`src/rtl/hazard_scoreboard_if.sv`:
```
// Purpose: bundles the ID/EX/MEM/WB decode fields and hazard-control outputs of the scoreboard.
// Latency: wires only; no storage.
// Backpressure: stall and flush lines travel back to the fetch/decode stages through this bundle.
interface hazard_scoreboard_if #(
  parameter int REG_ADDR_W = 4
);
  // ID stage
  logic                  id_valid_i;
  logic [REG_ADDR_W-1:0] id_rs_i;
  logic [REG_ADDR_W-1:0] id_rt_i;
  logic [REG_ADDR_W-1:0] id_rd_i;
  logic                  id_use_rs_i;
  logic                  id_use_rt_i;
  logic                  id_reg_write_i;
  logic                  id_is_fp_i;
  logic                  id_is_stop_i;
  // EX stage
  logic [REG_ADDR_W-1:0] ex_rs_i;
  logic [REG_ADDR_W-1:0] ex_rt_i;
  logic [REG_ADDR_W-1:0] ex_rd_i;
  logic                  ex_reg_write_i;
  logic                  ex_is_load_i;
  logic                  branch_taken_i;
  // MEM / WB stages
  logic [REG_ADDR_W-1:0] mem_rd_i;
  logic [REG_ADDR_W-1:0] mem_rt_i;
  logic                  mem_reg_write_i;
  logic                  mem_is_store_i;
  logic [REG_ADDR_W-1:0] wb_rd_i;
  logic                  wb_reg_write_i;
  // Control outputs
  logic [1:0]            alu_src1_o;
  logic [1:0]            alu_src2_o;
  logic                  mem_src_o;
  logic                  pc_stall_o;
  logic                  ifid_stall_o;
  logic                  flush_ifid_o;
  logic                  flush_idex_o;
  logic                  fp_busy_o;
  logic                  halted_o;

  // Pipeline side: drives decode fields, receives control.
  modport master (
    output id_valid_i, id_rs_i, id_rt_i, id_rd_i, id_use_rs_i, id_use_rt_i,
           id_reg_write_i, id_is_fp_i, id_is_stop_i,
           ex_rs_i, ex_rt_i, ex_rd_i, ex_reg_write_i, ex_is_load_i, branch_taken_i,
           mem_rd_i, mem_rt_i, mem_reg_write_i, mem_is_store_i, wb_rd_i, wb_reg_write_i,
    input  alu_src1_o, alu_src2_o, mem_src_o, pc_stall_o, ifid_stall_o,
           flush_ifid_o, flush_idex_o, fp_busy_o, halted_o
  );

  // Scoreboard side.
  modport slave (
    input  id_valid_i, id_rs_i, id_rt_i, id_rd_i, id_use_rs_i, id_use_rt_i,
           id_reg_write_i, id_is_fp_i, id_is_stop_i,
           ex_rs_i, ex_rt_i, ex_rd_i, ex_reg_write_i, ex_is_load_i, branch_taken_i,
           mem_rd_i, mem_rt_i, mem_reg_write_i, mem_is_store_i, wb_rd_i, wb_reg_write_i,
    output alu_src1_o, alu_src2_o, mem_src_o, pc_stall_o, ifid_stall_o,
           flush_ifid_o, flush_idex_o, fp_busy_o, halted_o
  );
endinterface

```
`src/rtl/hazard_scoreboard.sv`:
```
// Purpose: forwarding select, load-use / FP scoreboard stalls, branch flush and STOP halt sequencing.
// Latency: forwarding and stalls are combinational; busy counters, fp_busy_o and halt state update next edge.
// Backpressure: pc/ifid stall freezes fetch+decode while a bubble is injected into ID/EX; branch overrides stalls.
module hazard_scoreboard #(
  parameter int NUM_REGS     = 16,
  parameter int REG_ADDR_W   = 4,
  parameter int FP_LAT       = 3,
  parameter int FP_PIPELINED = 0,
  parameter int ZERO_REG_EN  = 1,
  parameter int DRAIN_CYC    = 3
) (
  input logic                clk_i,
  input logic                rst_i,
  hazard_scoreboard_if.slave bus
);
  localparam int BW = $clog2(FP_LAT + 1);
  localparam int DW = $clog2(DRAIN_CYC + 2);

  typedef logic [REG_ADDR_W-1:0] addr_t;
  typedef enum logic [1:0] {RUN, DRAIN, HALTED} state_t;

  state_t              state;
  logic [DW-1:0]       drain_cnt;
  logic                halted_q;
  logic                fp_busy_q;
  logic [BW-1:0]       busy     [NUM_REGS];
  logic [BW-1:0]       busy_nxt [NUM_REGS];
  logic                any_busy_nxt;
  logic [NUM_REGS-1:0] busy_raw;  // counter nonzero, any register
  logic [NUM_REGS-1:0] busy_src;  // same, but r0 masked when it is hardwired
  logic                load_use, sb_stall, fp_stall, hz_stall;
  logic                issue_ok, issue_fp, issue_stop;

  // Register match; r0 never matches when it is the hardwired zero register.
  function automatic logic hit(input addr_t a, input addr_t b);
    return (a == b) && !((ZERO_REG_EN != 0) && (a == '0));
  endfunction

  // Per-register flag lookup; addresses beyond NUM_REGS are never busy.
  function automatic logic lookup(input logic [NUM_REGS-1:0] v, input addr_t a);
    return (int'(a) < NUM_REGS) ? v[a] : 1'b0;
  endfunction

  // Operand forwarding: MEM result beats WB result; store data forwarded from WB.
  always_comb begin
    bus.alu_src1_o = 2'b00;
    bus.alu_src2_o = 2'b00;
    if (bus.mem_reg_write_i && hit(bus.mem_rd_i, bus.ex_rs_i))     bus.alu_src1_o = 2'b10;
    else if (bus.wb_reg_write_i && hit(bus.wb_rd_i, bus.ex_rs_i))  bus.alu_src1_o = 2'b01;
    if (bus.mem_reg_write_i && hit(bus.mem_rd_i, bus.ex_rt_i))     bus.alu_src2_o = 2'b10;
    else if (bus.wb_reg_write_i && hit(bus.wb_rd_i, bus.ex_rt_i))  bus.alu_src2_o = 2'b01;
    bus.mem_src_o = bus.mem_is_store_i && bus.wb_reg_write_i && hit(bus.wb_rd_i, bus.mem_rt_i);
  end

  // Busy flags derived from the per-register FP result counters.
  always_comb begin
    for (int r = 0; r < NUM_REGS; r++) begin
      busy_raw[r] = (busy[r] != '0);
      busy_src[r] = busy_raw[r] && !((ZERO_REG_EN != 0) && (r == 0));
    end
  end

  // Hazard detection and issue qualification; stalls only matter while running.
  always_comb begin
    load_use = bus.ex_is_load_i && bus.ex_reg_write_i &&
               ((bus.id_use_rs_i && hit(bus.ex_rd_i, bus.id_rs_i)) ||
                (bus.id_use_rt_i && hit(bus.ex_rd_i, bus.id_rt_i)));
    sb_stall = bus.id_valid_i &&
               ((bus.id_use_rs_i && lookup(busy_src, bus.id_rs_i)) ||
                (bus.id_use_rt_i && lookup(busy_src, bus.id_rt_i)));
    if (FP_PIPELINED != 0) fp_stall = bus.id_is_fp_i && lookup(busy_raw, bus.id_rd_i);
    else                   fp_stall = bus.id_is_fp_i && (|busy_raw);
    hz_stall   = (state == RUN) && (load_use || sb_stall || fp_stall);
    issue_ok   = (state == RUN) && bus.id_valid_i && !hz_stall && !bus.branch_taken_i;
    issue_fp   = issue_ok && bus.id_is_fp_i && bus.id_reg_write_i;
    issue_stop = issue_ok && bus.id_is_stop_i;
  end

  // Next counter values: saturating decrement, reload on FP issue to that destination.
  always_comb begin
    any_busy_nxt = 1'b0;
    for (int r = 0; r < NUM_REGS; r++) begin
      busy_nxt[r] = (busy[r] != '0) ? busy[r] - BW'(1) : '0;
      if (issue_fp && (int'(bus.id_rd_i) == r)) busy_nxt[r] = BW'(FP_LAT);
      any_busy_nxt = any_busy_nxt | (busy_nxt[r] != '0);
    end
  end

  // Scoreboard state and registered fp_busy flag.
  always_ff @(posedge clk_i) begin
    if (rst_i) begin
      for (int r = 0; r < NUM_REGS; r++) busy[r] <= '0;
      fp_busy_q <= 1'b0;
    end else begin
      for (int r = 0; r < NUM_REGS; r++) busy[r] <= busy_nxt[r];
      fp_busy_q <= any_busy_nxt;
    end
  end

  // Halt sequencer: leave DRAIN once the counter reaches zero this cycle and no FP op remains.
  always_ff @(posedge clk_i) begin
    if (rst_i) begin
      state     <= RUN;
      drain_cnt <= '0;
      halted_q  <= 1'b0;
    end else begin
      unique case (state)
        RUN: begin
          if (issue_stop) begin
            state     <= DRAIN;
            drain_cnt <= DW'(DRAIN_CYC);
          end
        end
        DRAIN: begin
          if (drain_cnt != '0) drain_cnt <= drain_cnt - DW'(1);
          if ((drain_cnt <= DW'(1)) && !fp_busy_q) begin
            state    <= HALTED;
            halted_q <= 1'b1;
          end
        end
        HALTED:  halted_q <= 1'b1;
        default: state    <= RUN;
      endcase
    end
  end

  // Stall/flush outputs per state; a taken branch overrides every stall.
  always_comb begin
    bus.pc_stall_o   = 1'b0;
    bus.ifid_stall_o = 1'b0;
    bus.flush_ifid_o = 1'b0;
    bus.flush_idex_o = 1'b0;
    unique case (state)
      RUN: begin
        bus.pc_stall_o   = hz_stall;
        bus.ifid_stall_o = hz_stall;
        bus.flush_idex_o = hz_stall;
      end
      DRAIN: begin
        bus.pc_stall_o   = 1'b1;
        bus.ifid_stall_o = 1'b1;
        bus.flush_ifid_o = 1'b1;
      end
      HALTED: begin
        bus.pc_stall_o   = 1'b1;
        bus.ifid_stall_o = 1'b1;
        bus.flush_idex_o = 1'b1;
      end
      default: ;
    endcase
    if (bus.branch_taken_i) begin
      bus.pc_stall_o   = 1'b0;
      bus.ifid_stall_o = 1'b0;
      bus.flush_ifid_o = 1'b1;
      bus.flush_idex_o = 1'b1;
    end
  end

  assign bus.fp_busy_o = fp_busy_q;
  assign bus.halted_o  = halted_q;
endmodule

```
`src/flat_wrapper.sv`:
```
// flat-port wrapper written by rule: the top's interface ports become plain ports
module hazard_scoreboard_flat 
#(
  parameter int NUM_REGS     = 16,
  parameter int REG_ADDR_W   = 4,
  parameter int FP_LAT       = 3,
  parameter int FP_PIPELINED = 0,
  parameter int ZERO_REG_EN  = 1,
  parameter int DRAIN_CYC    = 3
)
  (clk_i, rst_i, bus_id_valid_i, bus_id_rs_i, bus_id_rt_i, bus_id_rd_i, bus_id_use_rs_i, bus_id_use_rt_i, bus_id_reg_write_i, bus_id_is_fp_i, bus_id_is_stop_i, bus_ex_rs_i, bus_ex_rt_i, bus_ex_rd_i, bus_ex_reg_write_i, bus_ex_is_load_i, bus_branch_taken_i, bus_mem_rd_i, bus_mem_rt_i, bus_mem_reg_write_i, bus_mem_is_store_i, bus_wb_rd_i, bus_wb_reg_write_i, bus_alu_src1_o, bus_alu_src2_o, bus_mem_src_o, bus_pc_stall_o, bus_ifid_stall_o, bus_flush_ifid_o, bus_flush_idex_o, bus_fp_busy_o, bus_halted_o);
  hazard_scoreboard_if #(.REG_ADDR_W(REG_ADDR_W)) bus_i ();
  input logic clk_i;
  input logic rst_i;
  input wire logic [$bits(bus_i.id_valid_i)-1:0] bus_id_valid_i;
  input wire logic [$bits(bus_i.id_rs_i)-1:0] bus_id_rs_i;
  input wire logic [$bits(bus_i.id_rt_i)-1:0] bus_id_rt_i;
  input wire logic [$bits(bus_i.id_rd_i)-1:0] bus_id_rd_i;
  input wire logic [$bits(bus_i.id_use_rs_i)-1:0] bus_id_use_rs_i;
  input wire logic [$bits(bus_i.id_use_rt_i)-1:0] bus_id_use_rt_i;
  input wire logic [$bits(bus_i.id_reg_write_i)-1:0] bus_id_reg_write_i;
  input wire logic [$bits(bus_i.id_is_fp_i)-1:0] bus_id_is_fp_i;
  input wire logic [$bits(bus_i.id_is_stop_i)-1:0] bus_id_is_stop_i;
  input wire logic [$bits(bus_i.ex_rs_i)-1:0] bus_ex_rs_i;
  input wire logic [$bits(bus_i.ex_rt_i)-1:0] bus_ex_rt_i;
  input wire logic [$bits(bus_i.ex_rd_i)-1:0] bus_ex_rd_i;
  input wire logic [$bits(bus_i.ex_reg_write_i)-1:0] bus_ex_reg_write_i;
  input wire logic [$bits(bus_i.ex_is_load_i)-1:0] bus_ex_is_load_i;
  input wire logic [$bits(bus_i.branch_taken_i)-1:0] bus_branch_taken_i;
  input wire logic [$bits(bus_i.mem_rd_i)-1:0] bus_mem_rd_i;
  input wire logic [$bits(bus_i.mem_rt_i)-1:0] bus_mem_rt_i;
  input wire logic [$bits(bus_i.mem_reg_write_i)-1:0] bus_mem_reg_write_i;
  input wire logic [$bits(bus_i.mem_is_store_i)-1:0] bus_mem_is_store_i;
  input wire logic [$bits(bus_i.wb_rd_i)-1:0] bus_wb_rd_i;
  input wire logic [$bits(bus_i.wb_reg_write_i)-1:0] bus_wb_reg_write_i;
  output wire logic [$bits(bus_i.alu_src1_o)-1:0] bus_alu_src1_o;
  output wire logic [$bits(bus_i.alu_src2_o)-1:0] bus_alu_src2_o;
  output wire logic [$bits(bus_i.mem_src_o)-1:0] bus_mem_src_o;
  output wire logic [$bits(bus_i.pc_stall_o)-1:0] bus_pc_stall_o;
  output wire logic [$bits(bus_i.ifid_stall_o)-1:0] bus_ifid_stall_o;
  output wire logic [$bits(bus_i.flush_ifid_o)-1:0] bus_flush_ifid_o;
  output wire logic [$bits(bus_i.flush_idex_o)-1:0] bus_flush_idex_o;
  output wire logic [$bits(bus_i.fp_busy_o)-1:0] bus_fp_busy_o;
  output wire logic [$bits(bus_i.halted_o)-1:0] bus_halted_o;
  assign bus_i.id_valid_i = bus_id_valid_i;
  assign bus_i.id_rs_i = bus_id_rs_i;
  assign bus_i.id_rt_i = bus_id_rt_i;
  assign bus_i.id_rd_i = bus_id_rd_i;
  assign bus_i.id_use_rs_i = bus_id_use_rs_i;
  assign bus_i.id_use_rt_i = bus_id_use_rt_i;
  assign bus_i.id_reg_write_i = bus_id_reg_write_i;
  assign bus_i.id_is_fp_i = bus_id_is_fp_i;
  assign bus_i.id_is_stop_i = bus_id_is_stop_i;
  assign bus_i.ex_rs_i = bus_ex_rs_i;
  assign bus_i.ex_rt_i = bus_ex_rt_i;
  assign bus_i.ex_rd_i = bus_ex_rd_i;
  assign bus_i.ex_reg_write_i = bus_ex_reg_write_i;
  assign bus_i.ex_is_load_i = bus_ex_is_load_i;
  assign bus_i.branch_taken_i = bus_branch_taken_i;
  assign bus_i.mem_rd_i = bus_mem_rd_i;
  assign bus_i.mem_rt_i = bus_mem_rt_i;
  assign bus_i.mem_reg_write_i = bus_mem_reg_write_i;
  assign bus_i.mem_is_store_i = bus_mem_is_store_i;
  assign bus_i.wb_rd_i = bus_wb_rd_i;
  assign bus_i.wb_reg_write_i = bus_wb_reg_write_i;
  assign bus_alu_src1_o = bus_i.alu_src1_o;
  assign bus_alu_src2_o = bus_i.alu_src2_o;
  assign bus_mem_src_o = bus_i.mem_src_o;
  assign bus_pc_stall_o = bus_i.pc_stall_o;
  assign bus_ifid_stall_o = bus_i.ifid_stall_o;
  assign bus_flush_ifid_o = bus_i.flush_ifid_o;
  assign bus_flush_idex_o = bus_i.flush_idex_o;
  assign bus_fp_busy_o = bus_i.fp_busy_o;
  assign bus_halted_o = bus_i.halted_o;
  hazard_scoreboard #(.NUM_REGS(NUM_REGS), .REG_ADDR_W(REG_ADDR_W), .FP_LAT(FP_LAT), .FP_PIPELINED(FP_PIPELINED), .ZERO_REG_EN(ZERO_REG_EN), .DRAIN_CYC(DRAIN_CYC)) u_core (.clk_i(clk_i), .rst_i(rst_i), .bus(bus_i));
endmodule
```
`config.mk`:
```
export PLATFORM = sky130hd
export DESIGN_NAME = hazard_scoreboard_flat
export DESIGN_NICKNAME = d
export VERILOG_FILES = /design/src/rtl/hazard_scoreboard_if.sv /design/src/rtl/hazard_scoreboard.sv /design/src/flat_wrapper.sv
export SDC_FILE = /design/constraint.sdc
export NUM_CORES = 1
export LEC_CHECK = 0
export BUFFER_PORTS_ARGS = -buffer_cell sky130_fd_sc_hd__buf_2
export CELL_PAD_IN_SITES_DETAIL_PLACEMENT = 1
export CELL_PAD_IN_SITES_GLOBAL_PLACEMENT = 1
export CORE_ASPECT_RATIO = 1.75
export CORE_UTILIZATION = 39
export CTS_CLUSTER_DIAMETER = 120
export CTS_CLUSTER_SIZE = 40
export DETAILED_ROUTE_END_ITERATION = 10
export PLACE_DENSITY = 0.87
export SLEW_MARGIN = 20
export SYNTH_ARGS = -nofsm -noshare
export SYNTH_HDL_FRONTEND = slang
export SYNTH_SLANG_ARGS = --single-unit
```
`constraint.sdc`:
```
create_clock -name clk_i -period 3.1 [get_ports clk_i]
set_input_delay 0.465 -clock clk_i [delete_from_list [all_inputs] [get_ports clk_i]]
set_output_delay 0.465 -clock clk_i [all_outputs]
set_load 0.03 [all_outputs]
```
# After elaboration in Yosys (flattened, before gate mapping)

Memories as Yosys holds them, arrays and structs flattened.
Cells that the tools add are included.

Input bits: 50
RAM bits: 32
Word-level logic and storage cells: 257
Output and inout bits: 11
Register bits after elaboration: 7
Memories kept: 1

Muxes and demuxes: 73
Reduce and logical (&&, ||, !) cells: 100
$add $sub $neg: 17
Magnitude comparators: 3
Bitwise operators: 32
Equality and inequality tests: 27

Memories:

| name        | words | width | read ports | clocked after memory_dff | wr ports | line                    | text |
|---|---|---|---|---|---|---|---|
| u_core.busy | 16    | 2     | 16         | 0                        | 16       | hazard_scoreboard.sv:26 | `logic [BW-1:0] busy [NUM_REGS];` |

Operator list:

| cell                  | number |
|---|---|
| $mux W2               | 52 |
| $reduce_bool A2 Y1    | 34 |
| $logic_and A1 B1 Y1   | 45 |
| $eq A4 B4 Y1 const B  | 8 |
| $sub A2 B1 Y2 const B | 16 |
| $or A1 B1 Y1          | 31 |
| $eq A4 B4 Y1          | 7 |
| $eq A4 B3 Y1 const B  | 4 |
| $logic_not A4 Y1      | 4 |
| $reduce_or A16 Y1     | 1 |
| $mux W1               | 12 |
| $lt A4 B5 Y1 const B  | 2 |
| $bmux W1 S4           | 2 |
| $eq A4 B2 Y1 const B  | 2 |
| $logic_not A1 Y1      | 6 |
| $mux W3               | 2 |
| $ne A2 B1 Y1 const B  | 3 |
| $pmux W1 S2           | 3 |
| $pmux W2 S3           | 1 |
| $pmux W3 S2           | 1 |
| $reduce_and A3 Y1     | 2 |
| $eq A4 B1 Y1 const B  | 1 |
| $logic_or A1 B1 Y1    | 4 |
| $le A3 B1 Y1 const B  | 1 |
| 8 further kinds       | 8 |

# Depth between registers and ports, before layout

Gate-level depths: netlist of run 1.
An unclocked memory read counts as a cell.

Word-level depth: 33
Gate-level depth with buffers: 9
Depth with buffers taken out: 8

# Least setup slack after synthesis of run 1

Ideal clock, no wire load.

Path kind: input port to output port
Start: input bus_id_rt_i[0]
End: output bus_pc_stall_o
Data arrival time: 2583 ps
Slack: 52 ps
Cell stages on the path: 8
Buffers on the path: 1
Required time: 2635 ps
Path through: inv_2 -> mux4_2 -> o2bb2ai_1 -> a211oi_2 -> o21ai_1 -> a41o_1 -> a211oi_2 -> buf_4

Longest elaborated chain between the ends: 10
Elaborated cells on any way between the ends: 15
Those cells by class: eq/ne: 1; mux: 4; reduce/logical: 10

Ends and longest elaborated chain:

| item                                                                        | line                                             | text |
|---|---|---|
| start, declared                                                             | flat_wrapper.sv:17                               | `input wire logic [$bits(bus_i.id_rt_i)-1:0] bus_id_rt_i;` |
| $bmux W1 S4 / $eq A4 B4 Y1 (equally long branches)                          | hazard_scoreboard.sv:41, hazard_scoreboard.sv:36 |  |
| $mux W1 (not written as such) / $logic_and A1 B1 Y1 (equally long branches) | hazard_scoreboard.sv:41, hazard_scoreboard.sv:36 |  |
| $logic_and A1 B1 Y1 (on tied branches)                                      | hazard_scoreboard.sv:70, hazard_scoreboard.sv:67 |  |
| $logic_or A1 B1 Y1 (on tied branches)                                       | hazard_scoreboard.sv:69, hazard_scoreboard.sv:66 |  |
| $logic_and A1 B1 Y1 (on tied branches)                                      | hazard_scoreboard.sv:68, hazard_scoreboard.sv:65 |  |
| $logic_or A1 B1 Y1 * (2 in a row)                                           | hazard_scoreboard.sv:73                          | `hz_stall = (state == RUN) && (load_use \|\| sb_stall \|\| fp_stall);` |
| $logic_and A1 B1 Y1 *                                                       | hazard_scoreboard.sv:73                          |  |
| $pmux W1 S2 *                                                               | --                                               |  |
| $mux W1 *                                                                   | --                                               |  |
| end, declared                                                               | flat_wrapper.sv:39                               | `output wire logic [$bits(bus_i.pc_stall_o)-1:0] bus_pc_stall_o;` |

Every way passes the cells marked *; elsewhere a longest branch is shown, timed or not. The select of a mux whose other input is x is not followed.

==> results of run 1 <==
## area by class of cell
cell class	count	area, µm²	share of cell area [%]
tap	80	100	3.31
sequential	39	790	26.1
clock inverter	3	67.6	2.23
clock buffer	5	68.8	2.28
inverter	12	45.0	1.49
multi-input combinational	251	1590	52.5
timing repair buffer	68	365	12.1
## routing by layer
metal  part of all wire, %  routed length [µm]  global-route usage, %
met1                    35                2770                   22.0
met2                    58                4640                   51.3
met3                   3.8                 306                   4.34
met4                   3.5                 282                   14.1
met5                     0                   0                      0
## per-stage QoR
step / std cells / hold WS (ns) / total power [W] / setup WS [ns] / util (%)
final: 458 / 0.472 / 0.00145 / 0.122 / 48.9
after detailed placement: 448 / 0.462 / 0.000949 / 0.111 / 46.3
after CTS: 457 / 0.481 / 0.00147 / 0.0243 / 48.7
after global routing: 458 / 0.519 / 0.00152 / 0.0194 / 48.9
after floorplan: 311 / 0.440 / 0.000819 / 0.0517 / -
after global placement: 448 / 0.444 / 0.000930 / 0.185 / 46.3
## synthesized netlist by cell type (4+ instances only)
library cell and count:
a21oi_1 40, dfxtp_1 39, ha_1 7, inv_1 11, nand2_1 38, nand2b_1 16, nand4_1 9, nor2_1 27
nor3_1 17, nor4_1 15, o21ai_1 4, xnor2_1 19, xor2_1 9
## state kept, by name (all words and copies together) (netlist names)
register              count
u_core.state              2
u_core.bus.halted_o       1
u_core.drain_cnt          3
u_core.bus.fp_busy_o      1
u_core.busy              32
## critical path, cell delays in order (launching register included)
cell and delay [ns]:
dfxtp_1 0.39, nor2_1 0.08, mux4_2 0.45, o2bb2ai_1 0.15, a221oi_2 0.30, o21ai_1 0.11
a41o_1 0.28, a211oi_2 0.24, buf_4 0.21
## timing repair
item,CTS,global route
hold buffers,0,0
gates cloned,0,0
endpoints found under the setup margin,2,2
pin swaps,2,2
buffers inserted,1,1
resized for setup,2,7
## logic make-up (layout without fill, tap and decap cells)
group	after synthesis	after routing
AND/OR/NAND/NOR	138	138
multiplexers	2	2
buffers and inverters	21	88
AO/OA/AOI/OAI	76	76
adder cells (fa/ha/maj)	7	7
XOR/XNOR	28	28
flip-flops	39	39
## power by group
| group | internal, W | switching, W | total, W |
|---|---|---|---|
| Sequential | 0.000522 | 0.0000169 | 0.000539 |
| Combinational | 0.000157 | 0.000246 | 0.000403 |
| Clock | 0.000321 | 0.000187 | 0.000508 |
## path summary, 6_finish.rpt
path                                          start             endpoint  slack (ns)  cells past startpoint
worst max-delay path             u_core.busy[0][16]     bus_ifid_stall_o        0.12                      8
worst min-delay path            u_core.bus.halted_o  u_core.bus.halted_o        0.47                      2
worst max register to register   u_core.busy[0][23]   u_core.busy[0][24]        0.58                      8
worst min register to register  u_core.bus.halted_o  u_core.bus.halted_o        0.47                      2
## layout by cell type (no fill, tap or decap), types with 10 or more instances in the layout
cell / n
a21oi_1: 40
buf_2: 58
buf_4: 10
dfxtp_1: 32
inv_1: 11
nand2_1: 38
nand2b_1: 16
nor2_1: 27
nor3_1: 17
nor4_1: 15
xnor2_1: 19
==> impl_metrics.toml, run 1 <==
[yosys]
yosys.area.top_type_share_pct = 31.6
synth_edf_count = 0
synth_area_um2 = 2470
avgSynthCellArea_um2 = 7.95
ys_seq_elements = 39
synthAdderAreaFrac_pct = 3.54
synth_nets = 368
synthArstFlopShare_pct = 0
synth-xor-area-share_pct = 9.91
muxShareOfSynthArea_pct = 1.82
yosys.area.top_type = "dfxtp_1"
synthCells = 311
ys_types = 54
ys_warn_count = 0
synth_top_family_by_area = "simple AND/OR/NAND/NOR gates"
synth_compound_area_share_pct = 20.8
ys_seq_area_share_pct = 31.6
yosys.area_share.simple_pct = 28.1
synth_flop_cell = "dfxtp_1"
yosys-top-cells-area = "dfxtp_1 (32%), a21oi_1 (8.1%), xnor2_1 (6.7%)"

[cts]
path_clk_slew_ns = 0.08
cts_tree = "done"
root_buffer = "clkbuf_8"
clk-insertion-delay-late_ns = 0.31
htreeDepth = 2
cts.path.max_buffers = 2
clock-sinks = 39
cts_buffers = 5

[global_route]
grtUsageTotal_pct = 25.0
grt_max_degree = 41
gr-total-overflow = 0
antenna_found_initial = 0
grt_pass1_vias = 2754
grt_pass1_wl_um = 13000

[die]
core_area_um2 = 6180
dieArea_um2 = 6680
rows = 38
start_util_pct = 40.0
die_height_um = 107
die_x_um = 62.2
ios = 61

[hold_path]
min_path_type = "flip-flop to flip-flop"

[pwr]
vdd_drop_max_v = 0.000295
p_leak_nw = 1.14
powerDensity_nw_per_um2 = 480

[final_layout]
area_growth_pct = 22.3
n_antenna_cell = 0
fillers = 810
finish.instance_area_um2 = 3020
drive_gt1_share_pct = 25.1
nets = 434

[placed_design]
hpwlAfterDp_um = 6440
post_dp_cell_area_um2 = 2860
io_buffers = 60
gp_congestion = 0.867

[timing]
setup_viol = 0
max_slew_margin_pct = 52.5
timing.setup.tns_ns = 0
fmax_mhz = 336
slew_viol_final = 0
fin_worst_skew_ns = 0.00635
hold_violations = 0
rsz0062_at_grt = "false"
min_period_ns = 2.98
tightest_slew_ns = 0.713
post-route-period-util_pct = 96.1

[status]
status = "finished clean"

[drt]
ant_nets = 0
routed-via-count = 2579
routedWlPerCell_um = 17.5
route.detailed.drc = 0
vias_per_cell = 5.63
drt_iter0_markers = 58
first_pass_iters = 4
wl_um = 8000

[worst_setup_path]
crit_type = "flip-flop to output pin"
endpoint_kind = "output pin"
startpoint_type = "flip-flop"
worst-path-max-fanout = 4
arrival_ns = 2.51
cp.required_ns = 2.63

[job]
cap_viol_max_count = 0
Note: power is estimated with default switching activity, not from simulation.
==> inputs of run 2 (changes only) <==
--- a/config.mk
+++ b/config.mk
@@ -14,6 +14,7 @@
 export CTS_CLUSTER_SIZE = 40
 export DETAILED_ROUTE_END_ITERATION = 10
 export PLACE_DENSITY = 0.87
+export RECOVER_POWER = 25
 export SLEW_MARGIN = 20
 export SYNTH_ARGS = -nofsm -noshare
 export SYNTH_HDL_FRONTEND = slang
==> run 2 against run 1 <==
Compared with the run above: register-to-register slack got worse by 0.04 ns; clock-buffer cell count did not move; non-clock buffer count did not move; die area stayed put; design area is 0.46% lower; largest cell class unchanged; clock power barely moved; sequential power hardly changed; clock skew hardly changed; critical path depth unchanged; maximum frequency is essentially flat; sequential share of layout area is 0.12 points higher.
==> impl_metrics.toml, run 2 (synthesis results as in run 1) <==
[pwr]
power_w = 0.00145
vdd_drop_max_v = 0.000295
p_leak_nw = 1.11
powerDensity_nw_per_um2 = 481

[final_layout]
mostFrequentLayoutCells = "buf_2 (50), a21oi_1 (40), nand2_1 (38)"
area_growth_pct = 21.7
drive_gt1_share_pct = 22.8
finish.instance_area_um2 = 3010
post-route-util_pct = 48.7
reg.largest.list = "u_core.busy x32, u_core.drain_cnt x3, u_core.state x2"
nets = 434
largest_reg_flops = 32
regMostFlops = "u_core.busy"
final_common_cell = "buf_2"
fin_cells = 458
n_antenna_cell = 0

[job]
cap_viol_max_count = 0

[timing]
min_period_ns = 2.98
fmax_mhz = 336
setup_viol = 0
max_slew_margin_pct = 52.5
post-route-period-util_pct = 96.1
rsz0062_at_grt = "false"
slew_viol_final = 0
tightest_slew_ns = 0.713
timing.setup.tns_ns = 0
fin_worst_skew_ns = 0.00613
hold_violations = 0

[hold_path]
worst_hold_path.endpoint = "u_core.bus.halted_o"
whs_path_depth = 2
min_path_type = "flip-flop to flip-flop"
hp-start = "u_core.bus.halted_o"

[placed_design]
dp.cells = 448
gp_congestion = 0.867
hpwlAfterDp_um = 6440
io_buffers = 60
post_dp_cell_area_um2 = 2860

[worst_setup_path]
cp_slowest_cell = "mux4_2"
worst-path-max-fanout = 4
timing.rr.end = "u_core.busy[0][9]"
crit_type = "flip-flop to output pin"
startpoint_type = "flip-flop"
endpoint_kind = "output pin"
max_stage_delay_ns = 0.45
rrSetupSlack_ns = 0.54
reg2reg_depth = 8
r2r_start = "u_core.busy[0][29]"
arrival_ns = 2.52
cp.required_ns = 2.63
cp_cell_sequence = "nor2_1 -> mux4_2 -> o2bb2ai_1 -> a221oi_2 -> o21ai_1 -> a41o_1 -> a211oi_2 -> buf_4"

[drt]
route.detailed.drc = 0
first_pass_iters = 4
routedWlPerCell_um = 17.5
wl_um = 8010
drt_iter0_markers = 58
routed-via-count = 2581
vias_per_cell = 5.64
ant_nets = 0

[die]
rows = 38
start_util_pct = 40.0
die_height_um = 107
ios = 61
die_x_um = 62.2
core_area_um2 = 6180
dieArea_um2 = 6680

[cts]
cts_buffers = 5
root_buffer = "clkbuf_8"
cts_tree = "done"
htreeDepth = 2
cts_hold_buf = 0
clock-sinks = 39
path_clk_slew_ns = 0.08
cts.path.max_buffers = 2
clk-insertion-delay-late_ns = 0.31

[global_route]
grt_pass1_wl_um = 13000
grtUsageTotal_pct = 25.0
antenna_found_initial = 0
gr-total-overflow = 0
grt_max_degree = 41
grt_pass1_vias = 2754

[status]
status = "finished clean"
## run 2: cell count changes in the layout (fill, tap and decap cells not counted)
cell	delta
clkbuf_1	+9
buf_2	-8
buf_4	-1
o21ai_0	+1
o21ai_1	-1
## run 2: how the worst max path moves through the flow
| stage | startpoint | endpoint | depth (start not counted) |
|---|---|---|---|
| floorplan | bus_id_rt_i[0] | bus_pc_stall_o | 8 |
| global placement | bus_id_rt_i[0] | bus_ifid_stall_o | 9 |
| detailed placement | bus_id_rt_i[0] | bus_ifid_stall_o | 9 |
| CTS | u_core.busy[0][21] | bus_ifid_stall_o | 8 |
| global route | u_core.busy[0][22] | bus_ifid_stall_o | 8 |
| finish | u_core.busy[0][16] | bus_ifid_stall_o | 8 |
## run 2: what timing repair did
item,4_1_cts,5_1_grt
resized for setup,2,7
pin swaps,2,2
endpoints found under the setup margin,2,2
setup buffers,1,1
## run 2: stage by stage
step / setup slack [ns] / hold slack, ns
3_5_place_dp: 0.111 / 0.462
6_report: 0.120 / 0.476
4_1_cts: 0.0243 / 0.481
3_3_place_gp: 0.185 / 0.444
5_1_grt: 0.0194 / 0.519
2_1_floorplan: 0.0517 / 0.440
## run 2: worst max-delay path, delay by kind of cell (launching register included)
| kind | cells | cell delay (ns) |
|---|---|---|
| AOI/OAI and AO/OA | 5 | 1.09 |
| muxes | 1 | 0.45 |
| DFF | 1 | 0.39 |
| buffers and inverters | 1 | 0.21 |
| and+or+nand+nor | 1 | 0.08 |
## run 2: layout make-up
type	count	area, µm²
clock buffer	5	68.8
timing repair buffer	68	352
tap	80	100
clock inverter	3	67.6
inverter	12	45.0
sequential	39	790
multi-input combinational	251	1590
fill	808	3170
## run 2: routing by layer
metal  wire length [µm]  up-vias  global-route usage, %
li1                   -     1260                      -
met1               2780     1232                   22.0
met2               4640       70                   51.3
met3                308       19                   4.34
met4                282        0                   14.1
met5                  0        -                      0
## run 2: power breakdown
part	internal, W	leakage (nW)	switching (W)	total [W]
combinational	0.000154	0.724	0.000247	0.000401
clock	0.000321	0.0644	0.000187	0.000508
sequential	0.000522	0.318	0.0000171	0.000539
